**src/rtl/lighthouse_pkg.sv**
```systemverilog
// Shared types and constants for the lighthouse pulse front end.
// Optional LH_PULSE_STATS_EN build adds per-class record counters to the top.
package lighthouse_pkg;

    localparam logic [1:0] PC_SWEEP   = 2'd0;
    localparam logic [1:0] PC_SYNC    = 2'd1;
    localparam logic [1:0] PC_INVALID = 2'd2;

    localparam int unsigned SYNC_MIN_US    = 57;
    localparam int unsigned SYNC_MAX_US    = 140;
    localparam int unsigned SYNC_BIN_COUNT = 9;

    // Element 0 is the lowest edge (57), element 8 the exclusive upper edge (140).
    localparam logic [SYNC_BIN_COUNT-1:0][15:0] SYNC_BIN_EDGES = {
        16'd140, 16'd130, 16'd120, 16'd109, 16'd99,
        16'd88,  16'd78,  16'd67,  16'd57
    };

    typedef enum logic [1:0] {
        ST_IDLE     = 2'd0,
        ST_HIGH     = 2'd1,
        ST_CLASSIFY = 2'd2
    } lh_state_e;

    typedef struct packed {
        logic [31:0] start;
        logic [15:0] width;
        logic [1:0]  cls;
        logic        axis;
        logic        data;
        logic        skip;
    } pulse_rec_t;

    // Sync bin index for a width already known to lie inside [57,140).
    function automatic logic [2:0] sync_bin(input logic [15:0] w);
        logic [2:0] n;
        n = 3'd0;
        for (int i = 1; i < 8; i++) begin
            if (w >= SYNC_BIN_EDGES[i]) n = n + 3'd1;
        end
        return n;
    endfunction

endpackage

```
**src/rtl/lighthouse_pulse_frontend_if.sv**
```systemverilog
// Pulse record valid/ready bus between the front end and the per-sensor decoder.
interface lighthouse_pulse_frontend_if;

    logic        pulse_valid;
    logic        pulse_ready;
    logic [31:0] pulse_start;
    logic [15:0] pulse_width;
    logic [1:0]  pulse_class;
    logic        pulse_axis;
    logic        pulse_data;
    logic        pulse_skip;

    modport master (
        output pulse_valid, pulse_start, pulse_width, pulse_class,
               pulse_axis, pulse_data, pulse_skip,
        input  pulse_ready
    );

    modport slave (
        input  pulse_valid, pulse_start, pulse_width, pulse_class,
               pulse_axis, pulse_data, pulse_skip,
        output pulse_ready
    );

endinterface

```
**src/rtl/lh_deglitch.sv**
```systemverilog
// Synchroniser, glitch filter and post-reset arming for the raw sensor line.
// Emits the filtered level plus registered one-cycle rise/fall strobes.
module lh_deglitch #(
    parameter int unsigned SYNC_STAGES   = 2,
    parameter int unsigned GLITCH_CYCLES = 8
) (
    input  logic clock,
    input  logic reset_n,
    input  logic sensor_signal,
    output logic level,
    output logic rise,
    output logic fall
);

    localparam int unsigned CNT_W = 8;
    localparam logic [CNT_W-1:0] CNT_LAST = CNT_W'(GLITCH_CYCLES - 1);

    logic [SYNC_STAGES-1:0] sync_q;
    logic                   sync_bit;
    logic [CNT_W-1:0]       cnt_q;
    logic [CNT_W-1:0]       low_cnt_q;
    logic                   armed_q;

    assign sync_bit = sync_q[SYNC_STAGES-1];

    always_ff @(posedge clock or negedge reset_n) begin
        if (!reset_n) begin
            sync_q <= '0;
        end else begin
            sync_q <= {sync_q[SYNC_STAGES-2:0], sensor_signal};
        end
    end

    // Level follows the synchronised input only after a full run of differing samples.
    always_ff @(posedge clock or negedge reset_n) begin
        if (!reset_n) begin
            level <= 1'b0;
            cnt_q <= '0;
            rise  <= 1'b0;
            fall  <= 1'b0;
        end else begin
            rise <= 1'b0;
            fall <= 1'b0;
            if (sync_bit != level) begin
                if (cnt_q == CNT_LAST) begin
                    level <= sync_bit;
                    cnt_q <= '0;
                    rise  <= sync_bit & armed_q;
                    fall  <= ~sync_bit;
                end else begin
                    cnt_q <= cnt_q + CNT_W'(1);
                end
            end else begin
                cnt_q <= '0;
            end
        end
    end

    // Arm once the line has been seen low for a whole window, so a pulse in
    // progress at reset release never produces a record.
    always_ff @(posedge clock or negedge reset_n) begin
        if (!reset_n) begin
            low_cnt_q <= '0;
            armed_q   <= 1'b0;
        end else if (!armed_q) begin
            if (!sync_bit && !level) begin
                if (low_cnt_q == CNT_LAST) armed_q <= 1'b1;
                else                       low_cnt_q <= low_cnt_q + CNT_W'(1);
            end else begin
                low_cnt_q <= '0;
            end
        end
    end

endmodule

```
**src/rtl/lighthouse_pulse_frontend.sv**
```systemverilog
// Lighthouse pulse front end: deglitch, timestamp, classify, hand off one record per pulse.
// Define LH_PULSE_STATS_EN to add sync_count/sweep_count/invalid_count outputs.
module lighthouse_pulse_frontend
    import lighthouse_pkg::*;
#(
    parameter int unsigned SYNC_STAGES   = 2,
    parameter int unsigned GLITCH_CYCLES = 8,
    parameter int unsigned SWEEP_MAX_US  = 50
) (
    input  logic        clock,
    input  logic        reset_n,
    input  logic        sensor_signal,
    input  logic [31:0] timer,
    lighthouse_pulse_frontend_if.master bus,
    output logic [7:0]  drop_count
`ifdef LH_PULSE_STATS_EN
    ,
    output logic [15:0] sync_count,
    output logic [15:0] sweep_count,
    output logic [15:0] invalid_count
`endif
);

    logic level;
    logic rise;
    logic fall;

    lh_deglitch #(
        .SYNC_STAGES   (SYNC_STAGES),
        .GLITCH_CYCLES (GLITCH_CYCLES)
    ) u_deglitch (
        .clock         (clock),
        .reset_n       (reset_n),
        .sensor_signal (sensor_signal),
        .level         (level),
        .rise          (rise),
        .fall          (fall)
    );

    lh_state_e   state_q, state_d;
    logic [31:0] start_q, start_d;
    logic [31:0] raw_q,   raw_d;
    logic        load_c;

    always_ff @(posedge clock or negedge reset_n) begin
        if (!reset_n) begin
            state_q <= ST_IDLE;
            start_q <= '0;
            raw_q   <= '0;
        end else begin
            state_q <= state_d;
            start_q <= start_d;
            raw_q   <= raw_d;
        end
    end

    always_comb begin
        state_d = state_q;
        start_d = start_q;
        raw_d   = raw_q;
        load_c  = 1'b0;
        unique case (state_q)
            ST_IDLE: begin
                if (rise && level) begin
                    start_d = timer;
                    state_d = ST_HIGH;
                end
            end
            ST_HIGH: begin
                // Modulo subtraction keeps the width right across the timer wrap.
                if (fall) begin
                    raw_d   = timer - start_q;
                    state_d = ST_CLASSIFY;
                end
            end
            ST_CLASSIFY: begin
                load_c  = 1'b1;
                state_d = ST_IDLE;
            end
            default: state_d = ST_IDLE;
        endcase
    end

    logic [15:0] width_c;
    logic [2:0]  bin_c;
    pulse_rec_t  rec_c;

    // Saturate and classify the finished pulse.
    always_comb begin
        width_c   = (raw_q[31:16] != 16'd0) ? 16'hFFFF : raw_q[15:0];
        bin_c     = sync_bin(width_c);
        rec_c     = '0;
        rec_c.start = start_q;
        rec_c.width = width_c;
        if (32'(width_c) < SWEEP_MAX_US) begin
            rec_c.cls = PC_SWEEP;
        end else if (32'(width_c) >= SYNC_MIN_US && 32'(width_c) < SYNC_MAX_US) begin
            rec_c.cls  = PC_SYNC;
            rec_c.axis = bin_c[0];
            rec_c.data = bin_c[1];
            rec_c.skip = bin_c[2];
        end else begin
            rec_c.cls = PC_INVALID;
        end
    end

    pulse_rec_t rec_q;
    logic       valid_q;
    logic [7:0] drop_q;
    logic       accept_c;
    logic       store_c;

    assign accept_c = valid_q & bus.pulse_ready;
    assign store_c  = load_c & (~valid_q | accept_c);

    // Output holding register; a full, unaccepted slot drops the new record.
    always_ff @(posedge clock or negedge reset_n) begin
        if (!reset_n) begin
            rec_q   <= '0;
            valid_q <= 1'b0;
            drop_q  <= '0;
        end else begin
            if (store_c) begin
                rec_q   <= rec_c;
                valid_q <= 1'b1;
            end else if (accept_c) begin
                valid_q <= 1'b0;
            end
            if (load_c && !store_c && drop_q != 8'hFF) begin
                drop_q <= drop_q + 8'd1;
            end
        end
    end

    assign bus.pulse_valid = valid_q;
    assign bus.pulse_start = rec_q.start;
    assign bus.pulse_width = rec_q.width;
    assign bus.pulse_class = rec_q.cls;
    assign bus.pulse_axis  = rec_q.axis;
    assign bus.pulse_data  = rec_q.data;
    assign bus.pulse_skip  = rec_q.skip;
    assign drop_count      = drop_q;

`ifdef LH_PULSE_STATS_EN
    logic [15:0] sync_q;
    logic [15:0] sweep_q;
    logic [15:0] invalid_q;

    always_ff @(posedge clock or negedge reset_n) begin
        if (!reset_n) begin
            sync_q    <= '0;
            sweep_q   <= '0;
            invalid_q <= '0;
        end else if (store_c) begin
            if (rec_c.cls == PC_SYNC)    sync_q    <= sync_q + 16'd1;
            if (rec_c.cls == PC_SWEEP)   sweep_q   <= sweep_q + 16'd1;
            if (rec_c.cls == PC_INVALID) invalid_q <= invalid_q + 16'd1;
        end
    end

    assign sync_count    = sync_q;
    assign sweep_count   = sweep_q;
    assign invalid_count = invalid_q;
`endif

endmodule

```
**src/flat_wrapper.sv**
```systemverilog
// flat-port wrapper written by rule: the top's interface ports become plain ports
module lighthouse_pulse_frontend_flat import lighthouse_pkg::*;
#(
    parameter int unsigned SYNC_STAGES   = 2,
    parameter int unsigned GLITCH_CYCLES = 8,
    parameter int unsigned SWEEP_MAX_US  = 50
)
  (clock, reset_n, sensor_signal, timer, drop_count, bus_pulse_valid, bus_pulse_start, bus_pulse_width, bus_pulse_class, bus_pulse_axis, bus_pulse_data, bus_pulse_skip, bus_pulse_ready);
  lighthouse_pulse_frontend_if bus_i ();
  input  logic clock;
  input  logic reset_n;
  input  logic sensor_signal;
  input  logic [31:0] timer;
  output logic [7:0] drop_count;
  output wire logic [$bits(bus_i.pulse_valid)-1:0] bus_pulse_valid;
  output wire logic [$bits(bus_i.pulse_start)-1:0] bus_pulse_start;
  output wire logic [$bits(bus_i.pulse_width)-1:0] bus_pulse_width;
  output wire logic [$bits(bus_i.pulse_class)-1:0] bus_pulse_class;
  output wire logic [$bits(bus_i.pulse_axis)-1:0] bus_pulse_axis;
  output wire logic [$bits(bus_i.pulse_data)-1:0] bus_pulse_data;
  output wire logic [$bits(bus_i.pulse_skip)-1:0] bus_pulse_skip;
  input wire logic [$bits(bus_i.pulse_ready)-1:0] bus_pulse_ready;
  assign bus_pulse_valid = bus_i.pulse_valid;
  assign bus_pulse_start = bus_i.pulse_start;
  assign bus_pulse_width = bus_i.pulse_width;
  assign bus_pulse_class = bus_i.pulse_class;
  assign bus_pulse_axis = bus_i.pulse_axis;
  assign bus_pulse_data = bus_i.pulse_data;
  assign bus_pulse_skip = bus_i.pulse_skip;
  assign bus_i.pulse_ready = bus_pulse_ready;
  lighthouse_pulse_frontend #(.SYNC_STAGES(SYNC_STAGES), .GLITCH_CYCLES(GLITCH_CYCLES), .SWEEP_MAX_US(SWEEP_MAX_US)) u_core (.clock(clock), .reset_n(reset_n), .sensor_signal(sensor_signal), .timer(timer), .bus(bus_i), .drop_count(drop_count));
endmodule
```
**config.mk**
```make
export PLATFORM = sky130hd
export DESIGN_NAME = lighthouse_pulse_frontend_flat
export DESIGN_NICKNAME = d
export VERILOG_FILES = /design/src/rtl/lighthouse_pkg.sv /design/src/rtl/lighthouse_pulse_frontend_if.sv /design/src/rtl/lh_deglitch.sv /design/src/rtl/lighthouse_pulse_frontend.sv /design/src/flat_wrapper.sv
export SDC_FILE = /design/constraint.sdc
export NUM_CORES = 1
export LEC_CHECK = 0
export CAP_MARGIN = 20
export CORE_UTILIZATION = 50
export DETAILED_ROUTE_END_ITERATION = 7
export GPL_ROUTABILITY_DRIVEN = 0
export PLACE_DENSITY = 0.73
export SLEW_MARGIN = 30
export SYNTH_ARGS = -nofsm -noshare
export SYNTH_HDL_FRONTEND = slang
export SYNTH_HIERARCHICAL = 1
export SYNTH_SLANG_ARGS = --single-unit
```
**constraint.sdc**
```tcl
create_clock -name clock -period 4.3 [get_ports clock]
set_clock_uncertainty 0.1 [all_clocks]
set_input_delay 0.43 -clock clock [delete_from_list [all_inputs] [get_ports clock]]
set_output_delay 0.43 -clock clock [all_outputs]
set_load 0.02 [all_outputs]
```
==> impl_metrics.env <==
export IMPL_worst_setup_path_end_kind="flop"
export IMPL_cts_tree="built"
export IMPL_die_w_um=128
export IMPL_dr_first_iter_drc_count=345
export IMPL_met2RoutedLength_mm=7.75
export IMPL_synth_edf_count=0
export IMPL_top_layer="met4"
export IMPL_drcViolationCount=0
export IMPL_die_area_mm2=0.0165
export IMPL_fin_crit_ps=4200
export IMPL_row_count=45
export IMPL_cap_violations=0
export IMPL_die_height_um=128
export IMPL_cp_max_fo=3
export IMPL_synth_ff_type="dfrtp_1"
export IMPL_synthesis_nets=938
export IMPL_cts_sinks=150
export IMPL_io_buffers=97
export IMPL_clk_latency_ps=420
export IMPL_seq_area_frac_synth_pct=47.0
export IMPL_start_util_pct=51.9
export IMPL_drt_met1_wl_mm=8.46
export IMPL_routed_wl_mm=17.0
export IMPL_grt_pass1_wl_mm=28.8
export IMPL_timing_fmax_mhz=238
export IMPL_critPathKind="flop to flop"
export IMPL_crit_path_start="u_core/raw_q[8]"
export IMPL_dp_hpwl_mm=11.9
export IMPL_coreArea_mm2=0.0154
export IMPL_reg2reg_from="u_core/raw_q[8]"
export IMPL_area_growth_pct=25.2
export IMPL_hold_slack_ps=-36.6
export IMPL_reg2regPathDepth=23
export IMPL_final_nets=1042
export IMPL_synthDistinctLibCells=75
export IMPL_hp_class="primary input to asynchronous set/reset pin"
export IMPL_powerDensity_mw_per_mm2=326
export IMPL_cellLeakagePower_nw=4.71
export IMPL_worst_endpoint_arrival_ps=4400
export IMPL_synth_area_leaders="dfrtp_1, o21ai_0, nand2_1"
export IMPL_hold_viol=14
export IMPL_cts_buffer_depth=2
export IMPL_avgViaCountPerCell=5.31
export IMPL_vias=6306
export IMPL_final_antenna_net_count=0
export IMPL_grt_use_total_pct=22.1
export IMPL_power_total_mw=3.25
export IMPL_synth_top_area_share_pct=47.0
export IMPL_ios=98
export IMPL_clk_pin_slew_worst_paths_ps=60
export IMPL_ys_warn_count=6
export IMPL_yosys_area_top_type="dfrtp_1"
export IMPL_diodes=0
export IMPL_grt_max_degree=115
export IMPL_htreeDepth=4
export IMPL_crit_path_end="u_core/bus.pulse_skip"
export IMPL_overflow=0
export IMPL_violations="hold timing"
export IMPL_root_buffer="clkbuf_16"
export IMPL_r2r_end="u_core/bus.pulse_skip"
export IMPL_r2r_slack_ps=100
export IMPL_rsz0062_at_grt="true"
export IMPL_postSynthAreaPerCell_um2=9.29
export IMPL_peakVddDrop_v=0.000264
export IMPL_cts_hold_fix_buffers=0
export IMPL_yosys_register_bits=150
export IMPL_layout_common_cells="nand2_1, dfrtp_1, o21ai_0"
export IMPL_period_share_pct=97.7
export IMPL_drive_above_1_share_pct=10.6
export IMPL_async_flop_share_pct=100
export IMPL_finalNonFillerCells=1187
export IMPL_status="complete, but fails checks"
export IMPL_dp_cells=1147
export IMPL_relSlewSlack_pct=43.8
export IMPL_grt_pass1_vias=5934
export IMPL_grt_antenna_before_repair=0
export IMPL_worstPathRequired_ps=4500
export IMPL_first_pass_iters=4
export IMPL_cts_buffers=17
export IMPL_maxSlewViolCount=0
export IMPL_setup_viol_count_final=0
export IMPL_route_met3_wl_um=510
export IMPL_syn_area_mm2=0.00798
export IMPL_synth_cells=859
export IMPL_worst_pin_slew_ps=843
export IMPL_start_kind="flop"
export IMPL_drt_wirelength_per_cell_um=14.4
==> critical path: stages (launching register included) <==
cell,delay (ps)
dfrtp_1,370
or4_4,560
nor3_4,210
and2_4,200
nand2_4,50
buf_6,130
ha_4,150
nor2_4,120
a21oi_2,60
ha_4,290
inv_4,40
mux2i_4,170
mux2i_4,100
xnor2_1,130
mux2i_1,150
ha_1,260
a2bb2oi_2,110
nand2_1,90
ha_2,200
nand2_2,70
xnor2_2,80
xnor2_1,200
xnor2_1,160
o21ai_1,90
==> per-stage QoR <==
step / TNS (ps) / util [%] / hold slack, ps / instance area (µm²) / setup WS [ps]
floorplan: 0 / - / 34.4 / 8010 / 0.440
global placement: 0 / 59.7 / 233 / 9180 / 41.2
detailed placement: -81.9 / 59.8 / 243 / 9190 / -81.9
CTS: 0 / 64.4 / 25.3 / 9900 / 5.71
global route: -79.3 / 65.0 / 54.1 / 9990 / -79.3
finish: 0 / 65.0 / -36.6 / 9990 / 98.3
==> cells by family after synthesis <==
group	after synthesis	synth area share, %
buf+inv	88	4.67
xor+xnor	44	5.16
compound gates	222	17.1
flops	150	47.0
fa+ha+maj	43	6.83
simple gates	299	17.4
mux	13	1.85
==> cells in the mapped netlist, types with 10 or more instances <==
| library cell | instances |
|---|---|
| dfrtp_1 | 150 |
| xor2_1 | 18 |
| xnor2_1 | 24 |
| ha_1 | 42 |
| a21oi_1 | 28 |
| o31ai_1 | 10 |
| o21ai_0 | 119 |
| nand3_1 | 20 |
| nand2b_1 | 12 |
| inv_1 | 55 |
| nor2_1 | 51 |
| clkbuf_1 | 26 |
| and3_1 | 11 |
| nand2_1 | 152 |
| a21o_1 | 10 |
==> flip-flops by register name, summed over array words and instances (netlist names), 2 cells and up <==
name,flops
u_core/drop_count,8
u_core/raw_q,32
u_core/u_deglitch/low_cnt_q,8
u_core/bus.pulse_width,16
u_core/u_deglitch/sync_q,2
u_core/state_q,2
u_core/bus.pulse_start,32
u_core/start_q,32
u_core/u_deglitch/cnt_q,8
u_core/bus.pulse_class,2
==> repair_timing <==
| action | 4_1_cts | 5_1_grt |
|---|---|---|
| setup buffers | 6 | 2 |
| resized for setup | 13 | 14 |
| pin swaps | 12 | 13 |
| endpoints found under the setup margin | 1 | 1 |
==> where the power goes <==
group	internal (mW)	total [mW]	switching [mW]
clock network	1.01	1.58	0.564
logic	0.0853	0.205	0.120
registers	1.44	1.47	0.0315
total	2.54	3.25	0.715
==> how the worst min path moves through the flow <==
stage | from | endpoint | slack (ps) | cells past startpoint
after global placement | u_core/u_deglitch/sync_q[0] | u_core/u_deglitch/sync_q[1] | 230 | 0
after detailed placement | u_core/u_deglitch/sync_q[0] | u_core/u_deglitch/sync_q[1] | 240 | 0
after floorplan | reset_n | u_core/bus.pulse_axis | 30 | 0
after CTS | reset_n | u_core/u_deglitch/cnt_q[3] | 30 | 1
after global routing | reset_n | u_core/u_deglitch/cnt_q[3] | 50 | 1
final | reset_n | u_core/u_deglitch/cnt_q[6] | -40 | 1
==> per-layer routing <==
layer	global-route usage (%)	vias up
met5	0	-
met2	33.5	113
met3	4.28	22
met4	8.03	0
met1	31.6	2993
li1	-	3178
==> area by class of cell <==
cell class / count / area, µm²
Fill cell: 1260 / 5380
Clock inverter: 9 / 148
Sequential cell: 150 / 3750
Clock buffer: 23 / 478
Timing Repair Buffer: 118 / 1140
Multi-Input combinational cell: 621 / 4000
Tap cell: 211 / 264
Inverter: 55 / 209
No activity file was read; power rests on OpenSTA's default activity.
